===== src/rtl/hht_pkg.sv =====
// Shared types and sizing for the HHT read/compute controller.
package hht_pkg;

    localparam int DW    = 32;
    localparam int V_LEN = 16;
    localparam int IW    = $clog2(V_LEN);

    typedef enum logic [2:0] {
        IDLE,
        LOAD_V,
        DOT,
        EMIT,
        DONE
    } state_e;

endpackage


===== src/rtl/hht_mac.sv =====
// Multiply-accumulate unit: unsigned product truncated to DW bits, wrapping accumulator.
module hht_mac
    import hht_pkg::*;
(
    input  logic          clk,
    input  logic          rst,
    input  logic          clr_i,
    input  logic          en_i,
    input  logic [DW-1:0] a_i,
    input  logic [DW-1:0] b_i,
    output logic [DW-1:0] sum_o
);

    logic [DW-1:0] acc_q;
    logic [DW-1:0] acc_d;
    logic [DW-1:0] prod;

    assign prod  = a_i * b_i;
    // sum_o exposes the accumulation including the current product so the
    // controller can capture the final column result on the last DOT cycle.
    assign sum_o = acc_q + prod;

    always_comb begin
        acc_d = acc_q;
        if (clr_i) begin
            acc_d = '0;
        end else if (en_i) begin
            acc_d = sum_o;
        end
    end

    always_ff @(posedge clk or posedge rst) begin
        if (rst) begin
            acc_q <= '0;
        end else begin
            acc_q <= acc_d;
        end
    end

endmodule


===== src/rtl/hht_control.sv =====
// HHT controller: loads vector v from port 2, then emits one dot product per
// V_LEN-word column streamed from port 1.
module hht_control
    import hht_pkg::*;
(
    input  logic          Clk,
    input  logic          Rst,
    input  logic [DW-1:0] v_values_base,
    input  logic [DW-1:0] wdata_col_base,
    output logic [DW-1:0] addr1,
    output logic [DW-1:0] addr2,
    input  logic [DW-1:0] dataIn1,
    input  logic [DW-1:0] dataIn2,
    input  logic [DW-1:0] csize,
    input  logic          RD,
    output logic [DW-1:0] dot_out,
    output logic          dot_valid,
    output logic          done
);

    state_e        state_q;
    logic [DW-1:0] addr1_q;
    logic [DW-1:0] addr2_q;
    logic [DW-1:0] csize_q;
    logic [DW-1:0] total_q;
    logic [IW-1:0] idx_q;
    logic [DW-1:0] v_q [V_LEN];
    logic [DW-1:0] dot_out_q;
    logic          dot_valid_q;
    logic          done_q;

    logic          last_word;
    logic          col_end;
    logic          mac_clr;
    logic          mac_en;
    logic [DW-1:0] mac_sum;

    assign last_word = (total_q == csize_q - DW'(1));
    assign col_end   = last_word || (idx_q == IW'(V_LEN - 1));
    assign mac_en    = (state_q == DOT);
    assign mac_clr   = (state_q != DOT);

    hht_mac u_mac (
        .clk   (Clk),
        .rst   (Rst),
        .clr_i (mac_clr),
        .en_i  (mac_en),
        .a_i   (v_q[idx_q]),
        .b_i   (dataIn1),
        .sum_o (mac_sum)
    );

    always_ff @(posedge Clk or posedge Rst) begin
        if (Rst) begin
            state_q     <= IDLE;
            addr1_q     <= '0;
            addr2_q     <= '0;
            csize_q     <= '0;
            total_q     <= '0;
            idx_q       <= '0;
            dot_out_q   <= '0;
            dot_valid_q <= 1'b0;
            done_q      <= 1'b0;
            for (int k = 0; k < V_LEN; k++) begin
                v_q[k] <= '0;
            end
        end else begin
            dot_valid_q <= 1'b0;
            case (state_q)
                IDLE: begin
                    if (RD) begin
                        addr1_q <= wdata_col_base;
                        addr2_q <= v_values_base;
                        csize_q <= csize;
                        total_q <= '0;
                        idx_q   <= '0;
                        if (csize == '0) begin
                            state_q <= DONE;
                            done_q  <= 1'b1;
                        end else begin
                            state_q <= LOAD_V;
                        end
                    end
                end
                LOAD_V: begin
                    v_q[idx_q] <= dataIn2;
                    addr2_q    <= addr2_q + DW'(1);
                    if (idx_q == IW'(V_LEN - 1)) begin
                        idx_q   <= '0;
                        state_q <= DOT;
                    end else begin
                        idx_q <= idx_q + IW'(1);
                    end
                end
                DOT: begin
                    idx_q   <= idx_q + IW'(1);
                    total_q <= total_q + DW'(1);
                    // The address stops on the final word so it never runs past the data.
                    if (!last_word) begin
                        addr1_q <= addr1_q + DW'(1);
                    end
                    if (col_end) begin
                        dot_out_q   <= mac_sum;
                        dot_valid_q <= 1'b1;
                        state_q     <= EMIT;
                    end
                end
                EMIT: begin
                    idx_q <= '0;
                    if (total_q < csize_q) begin
                        state_q <= DOT;
                    end else begin
                        state_q <= DONE;
                        done_q  <= 1'b1;
                    end
                end
                DONE: begin
                    if (!RD) begin
                        state_q <= IDLE;
                        done_q  <= 1'b0;
                    end
                end
                default: begin
                    state_q <= IDLE;
                end
            endcase
        end
    end

    assign addr1     = addr1_q;
    assign addr2     = addr2_q;
    assign dot_out   = dot_out_q;
    assign dot_valid = dot_valid_q;
    assign done      = done_q;

endmodule


===== config.mk =====
export PLATFORM = sky130hd
export DESIGN_NAME = hht_control
export DESIGN_NICKNAME = d
export VERILOG_FILES = /design/src/rtl/hht_pkg.sv /design/src/rtl/hht_mac.sv /design/src/rtl/hht_control.sv
export SDC_FILE = /design/constraint.sdc
export NUM_CORES = 2
export LEC_CHECK = 0
export CAP_MARGIN = 40
export CORE_MARGIN = 2
export CORE_UTILIZATION = 46
export CTS_CLUSTER_DIAMETER = 120
export DETAILED_ROUTE_END_ITERATION = 10
export DONT_BUFFER_PORTS = 1
export GPL_TIMING_DRIVEN = 0
export PLACE_DENSITY = 0.68
export SETUP_SLACK_MARGIN = 0.02
export SLEW_MARGIN = 20
export SYNTH_ARGS = -nofsm -noshare
export SYNTH_HDL_FRONTEND = slang
export SYNTH_SLANG_ARGS = --single-unit

===== constraint.sdc =====
create_clock -name Clk -period 70 [get_ports Clk]
set_input_delay 14 -clock Clk [delete_from_list [all_inputs] [get_ports Clk]]
set_output_delay 14 -clock Clk [all_outputs]
set_load 0.02 [all_outputs]

* After elaboration in Yosys (flattened, before gate mapping)
Index checks and enable logic that the tools add are counted.
** Word-level totals
- Output and inout bits :: 98
- Bits in registers :: 713
** Operators by class
- Reduce and logical (&&, ||, !) cells :: 17
- Bitwise operators :: 1
- $lt $le $gt $ge :: 3
- Multipliers :: 1
- Equality and inequality tests :: 14
- Add/sub/neg operators :: 6
- Mux-type cells :: 32
** Operators by type and width (number)
- 512-bit bitwise mux :: 1
- 32-bit two-way mux :: 9
- 32-bit one-hot mux with 2 select lines :: 3
- 32-bit binary-select mux with 4-bit select :: 1
- 32-bit demux with 4-bit select :: 1
- 32-bit by 1-bit adder with 32-bit output (second input constant) :: 3
- 32-bit adder :: 1
- 32-bit == test :: 1
- 32-bit zero test :: 1
- 32-bit less-than comparator :: 1
- 32-bit by 32-bit multiplier with 32-bit output :: 1
- 32-bit by 1-bit subtractor with 32-bit output (second input constant) :: 1
- 3-bit two-way mux :: 6
- 4-bit one-hot mux with 4 select lines :: 1
- 3-bit one-hot mux with 5 select lines :: 1
- 2-bit != test (second input constant) :: 7
- 2-bit AND reduction :: 5
- 4-bit two-way mux :: 2
- 3-bit by 2-bit == test with 1-bit output (second input constant) :: 2
- 1-bit two-way mux :: 6
- 2-bit nonzero test :: 3
- 5-bit >= comparator (second input constant) :: 1
- 5-bit by 1-bit less-than comparator with 1-bit output (second input constant) :: 1
- 4-bit inverter with 5-bit output :: 1
- 14 further kinds :: 14

* Longest topological paths before layout
- Word-level depth :: 8
- Mapped depth :: 41

* Hierarchy
Synthesis repeated with hierarchy kept, for this count alone.
** Second synthesis, totals
- Cell total of the unflattened synthesis :: 4488
- Area, all modules :: 51335.5 µm²
** By module, submodules not included
- hht_control :: area an instance 33071.7 µm², instances 1, cells each 2497, seq. area each 17041.3 µm²
- hht_mac :: area an instance 18263.8 µm², instances 1, cells each 1991, seq. area each 800.8 µm²

* Least setup slack after synthesis
No wires, ideal clock.
- Path kind :: in2reg
- Start :: input port dataIn1[1]
- End :: register dot_out_q[30], in the netlist dot_out[30]
- Path slack :: 49038 ps
- Required time :: 69875 ps
- Data arrival time :: 20837 ps
- Stages :: 28
- Path buffers :: 2
- Setup time :: 125 ps
- Cells stage by stage :: clkbuf_1 > clkbuf_1 > nand2_1 > fa_1 > fa_1 > inv_1 > fa_1 > inv_1 > fa_1 > inv_1 > fa_1 > inv_1 > fa_1 > fa_1 > fa_1 > inv_1 > ha_1 > a21oi_1 > o21ai_0 > a21o_1 > a21o_1 > a21oi_1 > nor2b_1 > o41ai_1 > a21oi_1 > mux2i_1 > nand2_1 > mux2_2
** Between the ends
- Longest elaborated chain between the ends :: 2
** RTL lines
- start, declared :: RTL line hht_control.sv:12 : input logic [DW-1:0] dataIn1,
- 32-bit by 32-bit multiplier with 32-bit output :: RTL line hht_mac.sv:18 : assign prod = a_i * b_i;
- 32-bit adder :: RTL line hht_mac.sv:21 : assign sum_o = acc_q + prod;
- end signal, assigned :: RTL line hht_control.sv:103 : dot_out_q <= mac_sum;
- end, declared :: RTL line hht_control.sv:28 : logic [DW-1:0] dot_out_q;
Every way passes these cells.
A chain may end at the register's enable or synchronous reset.

* Final worst setup path
- Start :: input port dataIn1[2]
- End :: register dot_out_q[30], in the netlist dot_out[30]
The elaborated chain is that of the path after synthesis.

==> results.tsv <==
metric	value	unit
most frequent cells in the layout	713 x dfrtp_1, 543 x inv_1, 520 x mux2_2, 438 x fa_1, 366 x nand2_1	
Netlist cell types	75	
Max Fclk	0.0455	GHz
largest cells by area after synthesis	dfrtp_1 35%, fa_1 17%, mux2_2 12%	
ys async rst share	1.00	
setup bufs post-CTS	0	
antenna violations before repair	7	
vias per inst	5.83	
layout cells sized above 1	0.196	
sink count of the clock tree	713	
synth warn	0	
post-CTS sizing	0	
drt pass-1 iters	6	
Max-cap violations	0	
Overflow after GRT	0	
IO Pins	261	
GR Util All Layers	0.280	
vias in the first global route	37065	
Max stage delay on crit path	0.58	ns
site row count	121	
gpl congestion	0.948	
Die Area	113000	µm²
Seq cells post-synth	713	
core outline area	109000	µm²
cell area after technology mapping	50600	µm²
critical path endpoint category	flip-flop	
H-tree levels	3	
Iter 0 DRT Violations	2954	
Worst path slowest cell	fa_1	
Inserted Clock Buffers	81	
syn avg cell area	11.3	µm²
area share of the largest cell type after synthesis	0.352	
startpoint class of the critical path	primary input	
number of remaining DRC errors	0	
number of buffers on the longest clock path	3	
GRT Max-Usage Layer	met2	
setup TNS	0	ns
CTS tree	yes	
Initial Util	0.464	
vias	35731	
CP Max Fanout	10	
DP HPWL	119000	µm
port buffer count	0	
most common cell after layout, fill and taps aside	dfrtp_1	
Setup violations, final	0	
register area share after synthesis	0.352	
Final Net Count	5418	
outcome	complete, no violations	
first-pass GRT wire length	235000	µm
Worst Path Required	70.52	ns
Clock Root Buffer	clkbuf_16	
Die Y	336	µm
Yosys top cell by area	dfrtp_1	
clk_lat worst skew	0.70	ns
P&R area growth vs syn	10.9	%
part of the cycle the worst path needs	0.314	
Tmin final	21.97	ns
Routed Antenna Nets	0	
crit path kind	in -> reg	
Rel. slew slack	0.361	
Die Span X	336	µm
routing usage on met1	0.356	
Fin Clk Skew	0.0661	ns
WL/cell	25.5	µm
Clock Pin Slew Worst Setup and Hold Paths	0.06	ns
Synth Flop Type	dfrtp_1	
HP Start	v_q[81]	
CP startpoint	dataIn1[2]	
r2r startpoint	idx_q[2]	
Worst-Margin Slew	0.959	ns
met3 Use GR	0.0680	
critical path arrival	22.49	ns
Slew Limit Fails	0	
unrepaired setup endpoints after global routing	no	
Post-synth EDFFs	0	
final WL	156000	µm
cts hold-fix bufs	0	
Synth Instances	4496	
syn_nets	5261	
met2 usage	0.452	
largest net degree at the start of global routing	103	
Hold WC Path Type	reg -> reg	
Final Hold Fails	0	
Most common cell on crit path	fa_1	
-- cells by family (layout without fill, tap and decap cells) --
family	Yosys count	in the layout	synth area share
AO/OA/AOI/OAI	460	460	0.0554
XOR/XNOR	123	123	0.0221
adder cells (fa/ha/maj)	602	602	0.214
buffers and inverters	820	1043	0.0637
flip-flops	713	713	0.352
multiplexers	703	703	0.185
other	0	1	0
AND/OR/NAND/NOR	1075	1075	0.108
-- state kept, by name, indices dropped and copies added, names as in the netlist --
name         flops
u_mac.acc_q     32
state_q          3
addr1           32
addr2           32
idx_q            4
v_q            512
done             1
dot_valid        1
csize_q         32
dot_out         32
total_q         32
-- routing by layer --
metal  wire length [µm]  up-vias
li1                   -    15294
met1              61600    18642
met5                 75        -
met2              74000     1390
met4               7650        8
met3              12800      397
-- Yosys cell counts (15+ instances only) --
library cell	number
nor2_1	120
nand3_1	65
a31oi_1	18
buf_2	26
nor2b_1	64
clkbuf_1	172
inv_1	544
buf_1	57
mux2i_1	48
a21oi_1	110
nor4_1	19
and2_1	267
ha_1	164
and3_1	31
nor3_1	30
xnor2_1	88
o21ai_0	162
nand2_1	366
a211oi_1	29
mux4_2	122
fa_1	438
xor2_1	32
a21o_1	25
o21a_1	15
mux2_2	520
dfrtp_1	713
nand2b_1	35
nand4_1	29
-- final cells by class --
type	instances	area (µm²)
repair buffers	74	971
flip-flops and latches	713	17800
diodes	1	2.50
multi-input cells	2963	29600
clock buffers	111	2250
fillers	9516	52800
plain buffers	276	1190
inverters	544	2050
well taps	1414	1770
clock inverters	38	500
-- worst max-delay path: cells and delay by family --
family                     cells  cell delay (ns)
muxes                          2             0.59
buffers and inverters          7             1.29
and+or+nand+nor                3             0.46
AOI/OAI and AO/OA              7             1.60
adders and majority gates      9             4.51
-- path summary, 6_finish.rpt --
kind / slack, ns / cells after the start / to
min reg2reg: 0.50 / 1 / v_q[81]
max in group asynchronous: 55.13 / 4 / v_q[229]
min in group asynchronous: 13.22 / 1 / addr2[11]
max: 48.03 / 28 / dot_out[30]
min: 0.50 / 1 / v_q[81]
max reg2reg: 58.08 / 39 / dot_out[30]
-- metrics by stage --
step	util	cells	instance area [µm²]	hold WS [ns]	setup slack, ns
floorplan	-	4496	50600	0.470	36.00
global placement	0.481	5910	52400	0.478	27.84
detailed placement	0.489	5972	53300	0.485	47.51
CTS	0.514	6121	56000	0.497	48.18
global route	0.515	6134	56200	0.506	47.63
finish	0.515	6134	56200	0.497	48.03
Power is not shown: default switching activity piles up to over one toggle a cycle in this logic, so the estimate is an artifact.
